===== config.mk =====
export PLATFORM = sky130hd
export DESIGN_NAME = seq_detector_param_flat
export DESIGN_NICKNAME = d
export VERILOG_FILES = /design/src/rtl/seq_detector_param_if.sv /design/src/rtl/seq_detector_param.sv /design/src/flat_wrapper.sv
export SDC_FILE = /design/constraint.sdc
export NUM_CORES = 1
export LEC_CHECK = 0
export CORE_UTILIZATION = 50
export CTS_CLUSTER_SIZE = 14
export DETAILED_ROUTE_END_ITERATION = 10
export GPL_ROUTABILITY_DRIVEN = 0
export GPL_TIMING_DRIVEN = 0
export HOLD_SLACK_MARGIN = 0.12
export PLACE_DENSITY = 0.76
export SYNTH_ARGS = -nofsm -noshare
export SYNTH_HDL_FRONTEND = slang
export SYNTH_SLANG_ARGS = --single-unit
export TNS_END_PERCENT = 1

===== constraint.sdc =====
create_clock -name clk -period 2.17 [get_ports clk]
set_clock_uncertainty 0.1 [all_clocks]
set_input_delay 0.651 -clock clk [delete_from_list [all_inputs] [get_ports clk]]
set_output_delay 0.651 -clock clk [all_outputs]
set_load 0.1 [all_outputs]

===== src/rtl/seq_detector_param_if.sv =====
// Signal bundle for seq_detector_param: serial stream, pattern programming, and match results.
// The design drives match, out and match_cnt; the front end drives everything else.
interface seq_detector_param_if #(
  parameter int MAX_LEN = 8,
  parameter int NUM_PAT = 2,
  parameter int CNT_W   = 8
);
  localparam int LEN_W = $clog2(MAX_LEN + 1);
  localparam int SEL_W = $clog2(NUM_PAT);

  logic               in_valid;
  logic               in;
  logic               overlap_en;
  logic               pat_we;
  logic [SEL_W-1:0]   pat_sel;
  logic [MAX_LEN-1:0] pat_data;
  logic [LEN_W-1:0]   pat_len;
  logic               cnt_clr;
  logic [NUM_PAT-1:0] match;
  logic               out;
  logic [CNT_W-1:0]   match_cnt;

  modport master (
    output in_valid, in, overlap_en, pat_we, pat_sel, pat_data, pat_len, cnt_clr,
    input  match, out, match_cnt
  );

  modport slave (
    input  in_valid, in, overlap_en, pat_we, pat_sel, pat_data, pat_len, cnt_clr,
    output match, out, match_cnt
  );
endinterface


===== src/rtl/seq_detector_param.sv =====
// Serial multi-pattern detector with runtime-programmable slots and overlap control.
// Define SEQ_DET_CNT_EN to build the saturating match counter; otherwise match_cnt reads 0.
module seq_detector_param #(
  parameter int MAX_LEN = 8,
  parameter int NUM_PAT = 2,
  parameter int CNT_W   = 8
) (
  input  logic                 clk,
  input  logic                 rstn,
  seq_detector_param_if.slave  bus
);
  localparam int               LEN_W    = $clog2(MAX_LEN + 1);
  localparam logic [LEN_W-1:0] FILL_MAX = LEN_W'(MAX_LEN);

  logic [MAX_LEN-1:0] hist;
  logic [MAX_LEN-1:0] hist_next;
  logic [MAX_LEN-1:0] pat_q  [NUM_PAT];
  logic [LEN_W-1:0]   len_q  [NUM_PAT];
  logic [LEN_W-1:0]   fill_q [NUM_PAT];
  logic [NUM_PAT-1:0] wr_slot;
  logic [NUM_PAT-1:0] hit_d;
  logic [NUM_PAT-1:0] match_q;
  logic               out_q;

  // Compares only the newest len bits of the history against the slot pattern.
  function automatic logic tail_equal(input logic [MAX_LEN-1:0] h,
                                      input logic [MAX_LEN-1:0] p,
                                      input logic [LEN_W-1:0]   len);
    logic eq;
    eq = 1'b1;
    for (int i = 0; i < MAX_LEN; i++) begin
      if (i < int'(len) && h[i] != p[i]) eq = 1'b0;
    end
    return eq;
  endfunction

  always_comb begin
    // NOTE: every always_comb output gets a default first so no path can infer a latch.
    hist_next = hist;
    wr_slot   = '0;
    hit_d     = '0;
    if (bus.in_valid) hist_next = {hist[MAX_LEN-2:0], bus.in};
    for (int p = 0; p < NUM_PAT; p++) begin
      wr_slot[p] = bus.pat_we && (int'(bus.pat_sel) == p);
      hit_d[p]   = bus.in_valid && !wr_slot[p]
                && (len_q[p] != '0) && (len_q[p] <= FILL_MAX)
                && (({1'b0, fill_q[p]} + (LEN_W+1)'(1)) >= {1'b0, len_q[p]})
                && tail_equal(hist_next, pat_q[p], len_q[p]);
    end
  end

  always_ff @(posedge clk or negedge rstn) begin
    if (!rstn) begin
      hist    <= '0;
      match_q <= '0;
      out_q   <= 1'b0;
      // NOTE: the pattern table is reset, unlike a plain storage array, because its
      // power-on contents define the legacy 1001/010 behaviour.
      for (int p = 0; p < NUM_PAT; p++) begin
        fill_q[p] <= '0;
        pat_q[p]  <= '0;
        len_q[p]  <= '0;
      end
      pat_q[0] <= MAX_LEN'(4'b1001);
      len_q[0] <= LEN_W'(4);
      pat_q[1] <= MAX_LEN'(3'b010);
      len_q[1] <= LEN_W'(3);
    end else begin
      // NOTE: non-blocking assignments make every register see pre-edge values,
      // independent of statement order.
      hist    <= hist_next;
      match_q <= hit_d;
      out_q   <= |hit_d;
      for (int p = 0; p < NUM_PAT; p++) begin
        if (wr_slot[p]) begin
          pat_q[p]  <= bus.pat_data;
          len_q[p]  <= bus.pat_len;
          fill_q[p] <= '0;
        end else if (bus.in_valid) begin
          if (hit_d[p] && !bus.overlap_en) begin
            fill_q[p] <= '0;
          end else if (fill_q[p] != FILL_MAX) begin
            fill_q[p] <= fill_q[p] + LEN_W'(1);
          end
        end
      end
    end
  end

  assign bus.match = match_q;
  assign bus.out   = out_q;

`ifdef SEQ_DET_CNT_EN
  logic [CNT_W-1:0] cnt_q;

  // Clear wins over a same-cycle increment; the count sticks at all-ones.
  always_ff @(posedge clk or negedge rstn) begin
    if (!rstn) begin
      cnt_q <= '0;
    end else if (bus.cnt_clr) begin
      cnt_q <= '0;
    end else if ((|hit_d) && (cnt_q != '1)) begin
      cnt_q <= cnt_q + CNT_W'(1);
    end
  end

  assign bus.match_cnt = cnt_q;
`else
  logic unused_cnt_clr;
  assign unused_cnt_clr = bus.cnt_clr;
  assign bus.match_cnt  = {CNT_W{1'b0}};
`endif

endmodule


===== src/flat_wrapper.sv =====
// flat-port wrapper written by rule: the top's interface ports become plain ports
module seq_detector_param_flat 
#(
  parameter int MAX_LEN = 8,
  parameter int NUM_PAT = 2,
  parameter int CNT_W   = 8
)
  (clk, rstn, bus_in_valid, bus_in, bus_overlap_en, bus_pat_we, bus_pat_sel, bus_pat_data, bus_pat_len, bus_cnt_clr, bus_match, bus_out, bus_match_cnt);
  seq_detector_param_if #(.MAX_LEN(MAX_LEN), .NUM_PAT(NUM_PAT), .CNT_W(CNT_W)) bus_i ();
  input  logic clk;
  input  logic rstn;
  input wire logic [$bits(bus_i.in_valid)-1:0] bus_in_valid;
  input wire logic [$bits(bus_i.in)-1:0] bus_in;
  input wire logic [$bits(bus_i.overlap_en)-1:0] bus_overlap_en;
  input wire logic [$bits(bus_i.pat_we)-1:0] bus_pat_we;
  input wire logic [$bits(bus_i.pat_sel)-1:0] bus_pat_sel;
  input wire logic [$bits(bus_i.pat_data)-1:0] bus_pat_data;
  input wire logic [$bits(bus_i.pat_len)-1:0] bus_pat_len;
  input wire logic [$bits(bus_i.cnt_clr)-1:0] bus_cnt_clr;
  output wire logic [$bits(bus_i.match)-1:0] bus_match;
  output wire logic [$bits(bus_i.out)-1:0] bus_out;
  output wire logic [$bits(bus_i.match_cnt)-1:0] bus_match_cnt;
  assign bus_i.in_valid = bus_in_valid;
  assign bus_i.in = bus_in;
  assign bus_i.overlap_en = bus_overlap_en;
  assign bus_i.pat_we = bus_pat_we;
  assign bus_i.pat_sel = bus_pat_sel;
  assign bus_i.pat_data = bus_pat_data;
  assign bus_i.pat_len = bus_pat_len;
  assign bus_i.cnt_clr = bus_cnt_clr;
  assign bus_match = bus_i.match;
  assign bus_out = bus_i.out;
  assign bus_match_cnt = bus_i.match_cnt;
  seq_detector_param #(.MAX_LEN(MAX_LEN), .NUM_PAT(NUM_PAT), .CNT_W(CNT_W)) u_core (.clk(clk), .rstn(rstn), .bus(bus_i));
endmodule

==> results.md <==
- The dominant combinational cell family by area after synthesis is simple AND/OR/NAND/NOR gates.
- Across all setup checks in the final design, the least slack found is -0.02450 ns.
- The synthesized design contains 43 register bits.
- The headroom to the max-slew limit is between 60% and 70%.
- The data arrival at the endpoint of the critical path is around 2.3 ns.
- The met3 wire length is roughly 200 µm.
- The unique cell type count in the Yosys netlist is 45.
- The critical path crosses 7 cells after its start point.
- Ranked by total cell area, the synthesized netlist is headed by sky130_fd_sc_hd__dfrtp_1 (36%), sky130_fd_sc_hd__dfstp_2 (6.2%), sky130_fd_sc_hd__nand2_1 (6.2%).
- The first global-routing pass estimated 8.852 mm of wire.
- The first detailed-routing pass took 4 iterations.
- In this run the horizontal extent of the chip is approximately 73 µm.
- Counting both buffers and inverters, the worst setup path holds a total of 1.
- The number of antenna violations at the first check in global routing is 0.
- The clock tree buffer depth is 2.
- The clock period minus final worst setup slack is 2.195 ns.
- In this run the worst hold path is classified as in -> async.
- Clock-pin slew was measured on the worst setup and hold paths at roughly 0.080 ns.
- Cells with a size suffix above 1 make up 21.71% of the layout.
- The antenna diode instance count is 0.
- The maximum number of pins on one net before global-route repair is 29.
- Walking the worst path, the cells encountered are dlygate4sd2_1, mux2_4, xor2_2, a2111oi_4, o221ai_4, o32ai_2, o31ai_1.
- The die covers between 5000 and 6000 µm².
- The fraction of the cycle the final worst path needs is 101.1%.
- At the pin with the least slew margin, the transition time is between 0.5 and 0.6 ns.
- Max-cap violations in this run came to 0.
- The number of failing hold endpoints at the final stage was 0.
- The number of buffers inserted by port buffering is 20.
- The depth of the worst register-to-register path is 9.
- In the layout the commonest cells are sky130_fd_sc_hd__nand2_1 (42), sky130_fd_sc_hd__dfrtp_1 (34), sky130_fd_sc_hd__inv_1 (16).
- The master cell of the clock root buffer is sky130_fd_sc_hd__clkbuf_8.
- Signal routing reaches up to met4.
- Global routing finished with a remaining overflow of 0.
- The remaining design rule violation count is 0.
- The synthesized-area fraction occupied by ao, oa, aoi and oai cells is 12.70%.
- The vias after detailed routing is about 2,000.
- The count of mapped cells out of synthesis is roughly 270.
- The most common cell after layout, fill and taps aside is sky130_fd_sc_hd__nand2_1.
- After synthesis, the share of cell area in mux cells is 8.173%.
- The number of global-route vias before repair came to 1,915.
- The flow ran to the end, but the final reports show violations.
- The number of levels the H-tree was split into is 2.
- Summing every instance area after synthesis gives 2541 µm².
- The final reports fail on negative setup slack.
- In the final routed layout, each cell accounts on average for 14.42 µm.
- Setup repair after global routing could not meet its margin everywhere.
- The per-cell via count in the routed design is 5.337.
- During I/O placement, the number of pins put on the boundary was 31.
- The startpoint kind of the worst setup timing path is an input pin.
- Summed over all layers, the routed wires come to 5.351 mm.
- The final setup violation count is 3.
- The count of placed standard cells including taps is between 300 and 400.
- Summed over all cells, the static leakage comes to between 1 and 1.5 nW.
- The number of max-slew violations in the final report is 0.
- Summed over its instances, the top area cell type makes up 36.44% of the synthesized netlist area.
- Wire segments on met2 add up to around 2.6 mm in the final route.
- Among all stages on the critical path, the largest delay is contributed by sky130_fd_sc_hd__a2111oi_4.
- The number of nets at the end of the flow is roughly 340.
- The maximum operating frequency is between 400 and 500 MHz.
- The share of synthesized cell area in and, or, nand and nor gates is roughly 16%.
- The initial detailed-routing violation count is ~110.
- At the later pin of the worst-skew pair, clock insertion delay measures 0.29 ns.
- Global routing used 21.83% of the available tracks.
- The critical path in this run is classified as in -> reg.
- TritonCTS built the clock tree.
- The kind of cell with the highest combined delay along the critical path is compound AO/OA/AOI/OAI gates.
- The share of async-settable or async-resettable flops after synthesis is 100.0%.
- Yosys printed 0 warnings.
- The clock drives 43 sinks.
- The number of rows in the core area is 25.
- Yosys mapped a number of flops with a built-in enable equal to 0.
- The cts-stage hold buffer count is 0.
- The average instance in the mapped netlist occupies ~9.6 µm².
- The worst path required time is between 2 and 2.5 ns.
- Once the floorplan was initialized, standard cells occupied around 53% of the core.
- The floorplan step set the die height to around 73 µm.
- The biggest area contributor in the post-synthesis netlist is sky130_fd_sc_hd__dfrtp_1.
- The worst hold slack is approximately 0.16 ns.
- Sequential elements use 42.64% of the synthesized area.
- The detailed router put a total of 2.400 mm of wire on met1.
- The power per unit of standard cell area is around 940 nW/µm².
- After Yosys synthesis, XOR and XNOR cells account for 7.878% of the synthesized area.
- The post-synthesis to final-layout area growth is 20.73%.
- The wire-length estimate of the detail-placed layout is 3.901 mm.
- The detail route stage leaves a number of antenna-violating nets equal to 0.
- The endpoint type of the worst setup path is a flop.
- The flip-flop cell with the highest count after synthesis is sky130_fd_sc_hd__dfrtp_1.
- The post-layout instance count excluding filler cells is about 370.
- TritonCTS created 5 clock buffers.
- The worst-case vdd ir drop is around 0.00052 V.
- The maximum fanout along the worst path is 5.
- The largest single stage delay on the critical path is approximately 0.36 ns.
- After Yosys synthesis, full adders, half adders and majority gates account for under 10% of the synthesized area.
- The core box area is between 4000 and 5000 µm².
==> worst paths after layout <==
check / from / endpoint / slack (ns)
setup / recovery: bus_in / u_core.fill_q[5] / -0.02
hold / removal: rstn / u_core.pat_q[14] / 0.16
setup reg to reg: u_core.fill_q[4] / u_core.fill_q[5] / -0.01
hold reg to reg: u_core.pat_q[11] / u_core.pat_q[11] / 0.37
max in group asynchronous: rstn / u_core.pat_q[8] / 1.28
min in group clk: u_core.pat_q[11] / u_core.pat_q[11] / 0.37
==> power breakdown <==
part	switching, mW	total (mW)	internal (mW)
Combinational	0.678	1.22	0.538
Clock	0.274	0.494	0.220
Sequential	0.181	1.16	0.979
==> cell usage after synthesis (all sizes together) (3+ instances only) <==
library cell,instances
nand2,42
buf,9
a21oi,7
xor2,8
xnor2,14
nor3,6
mux2i,8
nand2b,8
a31oi,3
nand3,6
o22ai,4
ha,12
dfstp,6
mux2,11
nor2,9
inv,17
clkbuf,7
a211oi,3
o211ai,3
or2,3
dfrtp,37
o21ai,18
==> stage by stage <==
| stage | setup WS (ns) | power [mW] | util (%) | area, µm² | TNS (ns) |
|---|---|---|---|---|---|
| final | -0.02450 | 2.870 | 63.69 | 3068 | -0.03929 |
| after global routing | -0.1312 | 3.054 | 63.69 | 3068 | -0.6117 |
| after CTS | -0.03082 | 2.795 | 62.34 | 3003 | -0.07470 |
| after detailed placement | -0.5960 | 2.223 | 59.69 | 2875 | -11.93 |
| after global placement | -0.8108 | 2.175 | 59.38 | 2860 | -42.66 |
| after floorplan | -0.06953 | 1.939 | - | 2576 | -0.1829 |
==> cell families (layout without fill, tap and decap cells) <==
group	Yosys count	after routing
other	1	8
flip-flops	43	43
buffers and inverters	33	65
AO/OA/AOI/OAI	48	48
AND/OR/NAND/NOR	87	87
XOR/XNOR	22	22
adder cells (fa/ha/maj)	12	12
multiplexers	19	19
==> per-layer routing <==
layer  track usage [%]  vias up
met5                 0        -
met4             10.26        0
met3             4.527       14
met2             34.47       50
met1             28.88      949
li1                  -      967
==> registers in the layout, indices dropped and copies added, names as in the netlist <==
register,cells
u_core.hist,8
u_core.fill_q,8
u_core.bus.out,1
u_core.pat_q,16
u_core.bus.match,2
u_core.len_q,8
==> cell type report <==
class,instances,area (µm²)
buffer,15,106.4
timing repair buffer,25,247.7
multi-input combinational,196,1395
inverter,17,63.81
clock buffer,5,68.82
fill,400,1749
sequential,43,1087
tap,67,83.83
clock inverter,3,15.01
==> worst reg2reg max path, delay by kind of cell (launching register included) <==
family,cells,cell delay (ns)
buffers and inverters,1,0.18
DFF,1,0.43
AOI/OAI and AO/OA,5,0.69
adders and majority gates,2,0.50
xor gates and xnor gates,1,0.15
==> timing repair <==
action | 4_1_cts | 5_1_grt
buffers inserted | 1 | 3
cloned | 0 | 0
resized for setup | 21 | 14
hold endpoints to repair | 0 | 0
pin swaps | 4 | 7
endpoints found under the setup margin | 25 | 20
No activity file was read; power rests on OpenSTA's default activity.
